## config.mk

```make
export PLATFORM = sky130hd
export DESIGN_NAME = pattern_detect_fsm
export DESIGN_NICKNAME = d
export VERILOG_FILES = /design/src/rtl/pattern_detect_fsm.sv
export SDC_FILE = /design/constraint.sdc
export NUM_CORES = 1
export LEC_CHECK = 0
export ABC_CLOCK_PERIOD_IN_PS = 2800
export CORE_ASPECT_RATIO = 1.75
export CORE_MARGIN = 2
export CORE_UTILIZATION = 52
export DETAILED_ROUTE_END_ITERATION = 6
export DONT_BUFFER_PORTS = 1
export HOLD_SLACK_MARGIN = 0.05
export PLACE_DENSITY_LB_ADDON = 0.3
export SYNTH_ARGS = -nofsm -noshare
export SYNTH_HDL_FRONTEND = slang
export SYNTH_SLANG_ARGS = --single-unit
```

## constraint.sdc

```tcl
create_clock -name clk -period 2.8 [get_ports clk]
set_clock_uncertainty 0.2 [all_clocks]
set_input_delay 0.56 -clock clk [delete_from_list [all_inputs] [get_ports clk]]
set_output_delay 0.56 -clock clk [all_outputs]
set_load 0.03 [all_outputs]
```

## src/rtl/pattern_detect_fsm.sv

```systemverilog
// Run-time programmable serial sequence detector: compares the sampled stream `w`
// against a 1..MAX_LEN bit pattern and pulses `z` on every match.
module pattern_detect_fsm #(
    parameter int                  MAX_LEN     = 8,
    parameter int                  COUNT_W     = 8,
    parameter logic [MAX_LEN-1:0]  RST_PATTERN = 8'b0000_0011,
    parameter int                  RST_LEN     = 2,
    localparam int                 LW          = $clog2(MAX_LEN + 1)
) (
    input  logic               clk,
    input  logic               reset,
    input  logic               enable,
    input  logic               w,
    input  logic               w_valid,
    input  logic               overlap,
    input  logic               cfg_load,
    input  logic [MAX_LEN-1:0] cfg_pattern,
    input  logic [LW-1:0]      cfg_len,
    input  logic               count_clr,
    output logic               z,
    output logic [COUNT_W-1:0] match_count,
    output logic               cfg_err,
    output logic [1:0]         state_o
);

    typedef enum logic [1:0] {
        IDLE = 2'd0,
        FILL = 2'd1,
        RUN  = 2'd2
    } state_t;

    state_t             state, state_next;
    logic [MAX_LEN-1:0] pat, hist, hist_next, hist_shift, mask;
    logic [LW-1:0]      len, fill, fill_next, fill_inc;
    logic               match;
    logic               cfg_ok;

    assign hist_shift = {hist[MAX_LEN-2:0], w};
    assign fill_inc   = (fill >= len) ? len : fill + LW'(1);
    assign cfg_ok     = (state == IDLE) && (cfg_len != '0) && (cfg_len <= LW'(MAX_LEN));

    // Only the low `len` history bits take part in the comparison.
    always_comb begin
        mask = '0;
        for (int i = 0; i < MAX_LEN; i++)
            mask[i] = (i < int'(len));
    end

    // State register and detector datapath.
    // NOTE: sequential state uses non-blocking assignments so every register
    // samples the pre-edge values regardless of statement order.
    always_ff @(posedge clk or posedge reset) begin
        if (reset) begin
            state <= IDLE;
            hist  <= '0;
            fill  <= '0;
            pat   <= RST_PATTERN;
            len   <= LW'(RST_LEN);
        end else begin
            state <= state_next;
            hist  <= hist_next;
            fill  <= fill_next;
            if (cfg_load && cfg_ok) begin
                pat <= cfg_pattern;
                len <= cfg_len;
            end
        end
    end

    // Next-state logic; a match is evaluated on any accepted sample that fills the window.
    // NOTE: every signal gets a default first so no path leaves it unassigned (no latch).
    always_comb begin
        state_next = state;
        hist_next  = hist;
        fill_next  = fill;
        match      = 1'b0;
        if (!enable) begin
            state_next = IDLE;
            hist_next  = '0;
            fill_next  = '0;
        end else begin
            case (state)
                IDLE: state_next = FILL;
                FILL, RUN: begin
                    if (w_valid) begin
                        hist_next = hist_shift;
                        fill_next = fill_inc;
                        if (fill_inc == len) begin
                            match = ((hist_shift ^ pat) & mask) == '0;
                            if (match && !overlap) begin
                                fill_next  = '0;
                                state_next = FILL;
                            end else begin
                                state_next = RUN;
                            end
                        end
                    end
                end
                default: state_next = IDLE;
            endcase
        end
    end

    // Registered outputs.
    always_ff @(posedge clk or posedge reset) begin
        if (reset) begin
            z           <= 1'b0;
            match_count <= '0;
            cfg_err     <= 1'b0;
        end else begin
            z       <= match;
            cfg_err <= cfg_load && !cfg_ok;
            if (count_clr)
                match_count <= match ? COUNT_W'(1) : '0;
            else if (match && match_count != '1)
                match_count <= match_count + COUNT_W'(1);
        end
    end

    always_comb begin
        state_o = state;
    end

endmodule

```

==> flow_summary_export.csv <==
group,metric,value,unit
cells_and_area,final_common_cell,"dfrtp_1",
worst_setup_path,crit_arrival,2.54,ns
clocking,cts_sinks,35,
die,die-width,50.7,µm
worst_setup_path,cp-end-kind,"register",
sta,worst_pin_slew,0.633,ns
cells_and_area,final_core_util,59.1,%
placed_design,place_congestion,0.792,
clocking,h-tree-depth,2,
global_routing,track_usage,21.2,%
global_routing,antenna_found_initial,0,
clocking,cts-root-buf,"clkbuf_8",
sta,setup_viol,0,
yosys,synth_ff_type,"dfrtp_1",
worst_setup_path,path_max_fanout,15,
placed_design,io_buffers,0,
cells_and_area,layout_common_cells,"31 x dfrtp_1, 14 x inv_1, 13 x a21oi_1",
sta,rsz0062_at_grt,"no",
pwr,p_per_area,885,nW/µm²
worst_setup_path,crit_type,"reg2reg",
sta,final.min_clock_period,2.53,ns
sta,finalSetupTns,0,ns
pwr,p_leak,0.899,nW
drt,vias,1482,
die,core_area,3630,µm²
yosys,ys_seq_area_share,44.3,%
placed_design,dpl.hpwl,3300,µm
yosys,syn_inst,185,
pwr,ir_worst_vdd,0.000584,V
worst_setup_path,worst_r2r_path_depth,7,
drt,via_per_inst,6.20,
yosys,synth_edf_count,0,
worst_hold_path,hold_class,"in2async",
job,maxCapViolations,0,
sta,hold_viol,0,
yosys,synth_warnings,0,
die,ios,32,
cells_and_area,syn2layout_area_growth,7.87,%
global_routing,grt_max_degree,21,
global_routing,gr-total-overflow,0,
yosys,netlist_area,1990,µm²
worst_setup_path,required,2.81,ns
clocking,clk_latency,0.28,ns
drt,avgRoutedWirePerCell,17.9,µm
worst_setup_path,start_kind,"register",
clocking,cts_buffers,5,
global_routing,grt_pass1_vias,1543,
clocking,hold_buffers,0,
drt,drc,0,
drt,drt_pre_antenna_iters,4,
yosys,ys_types,43,
cells_and_area,final_nets,220,
sta,fin_crit_sh,90.2,%
global_routing,grt_pass1_wl,6960,µm
drt,routed_wl,4280,µm
die,fp.dieH,85.8,µm
drt,drtIter0Drc,39,
status,status,"finished, final reports clean",
clocking,post_cts_buffers,0,
sta,drv_slew,0,
clocking,cts_resized,0,
clocking,cts_buffer_depth,2,
yosys,syn_nets,213,
clocking,clk_pin_slew,0.07,ns
yosys,async_flop_share,100,%
clocking,cts_tree,"built",
sta,fmaxAchievable,0.396,GHz
die,start_util,54.8,%
drt,antenna_left,0,
die,rows,29,
cells_and_area,drive_above_1_share,19.2,%
yosys,ys_ff_latch,35,
sta,maxSlewHeadroom,57.8,%
die,dieArea,4350,µm²
yosys,synth_area_per_cell,10.7,µm²
cells_and_area,n_antenna_cell,0,
-- routing by layer --
layer  share of wire, %  GRT usage [%]  up-vias
met5                  0              0        -
met1                 36           21.2      734
met4                3.2           9.34        0
met3                4.2           4.70       10
met2                 57           40.2       41
li1                   -              -      697
-- worst paths after layout --
path | startpoint | to | slack (ns)
setup / recovery | len[2]$_DFFE_PP0P_ | match_count[7]$_DFFE_PP0P_ | 0.27
hold / removal | reset | z$_DFF_PP0_ | 0.04
setup reg to reg | len[2]$_DFFE_PP0P_ | match_count[7]$_DFFE_PP0P_ | 0.27
hold reg to reg | pat[3]$_DFFE_PP0P_ | pat[3]$_DFFE_PP0P_ | 0.33
max in group asynchronous | reset | pat[1]$_DFFE_PP1P_ | 1.60
min in group clk | count_clr | match_count[2]$_DFFE_PP0P_ | 0.13
-- registers in the layout, summed over array words and instances, names as in the netlist --
register	cells
fill	4
len	4
pat	8
hist	7
state_o	2
z	1
match_count	8
cfg_err	1
-- cells by family (layout without fill, tap and decap cells) --
family,Yosys count,after routing,share of synthesized area (%)
mux,14,14,7.81
fa+ha+maj,8,8,5.04
buf+inv,22,30,5.23
xor+xnor,14,14,6.86
flops,35,35,44.3
simple gates,43,43,13.1
compound gates,49,49,17.7
-- Yosys cell counts, types with 3 or more instances --
cell,count,area [µm²]
o31ai_1,3,22.5
mux2_2,12,135
inv_1,14,52.6
o22ai_1,3,18.8
o21ai_0,8,40.0
nor2_1,4,15.0
ha_1,8,100
dfstp_2,3,78.8
a21oi_1,13,65.1
nand3_1,8,40.0
dfrtp_1,32,801
xnor2_1,11,96.3
nor3_1,5,25.0
or4_1,3,22.5
nand2_1,10,37.5
a22o_1,7,61.3
or3_1,3,18.8
a31oi_1,3,18.8
-- power breakdown --
group / switching [W] / internal (W)
Sequential: 0.000155 / 0.000634
Clock: 0.000172 / 0.000174
Combinational: 0.000412 / 0.000347
-- layout make-up --
cell class,instances,area (µm²)
well taps,46,57.6
fillers,309,1490
clock buffers,7,76.3
repair buffers,8,60.1
multi-input cells,128,1010
clock inverters,1,5.00
inverters,14,52.6
flip-flops and latches,35,881
-- worst max-delay path, cell delays in order, from the launching register on --
cell and delay (ns):
dfrtp_1 0.54, inv_1 0.13, ha_1 0.30, nand2_1 0.08, o221ai_2 0.32, nand3_4 0.20, or4_1 0.52, a21oi_1 0.15
-- through the flow --
step	power, W	cell area, µm²	worst slack, ns	hold WS (ns)	std cells
detailed placement	0.00154	2050	0.234	0.314	231
finish	0.00190	2140	0.273	0.0421	239
CTS	0.00189	2130	0.218	0.0586	239
floorplan	0.00140	1990	0.225	0.286	185
global route	0.00202	2140	0.0838	0.0739	239
global placement	0.00151	2050	0.308	0.308	231
Power figures use the tool's default switching activity.
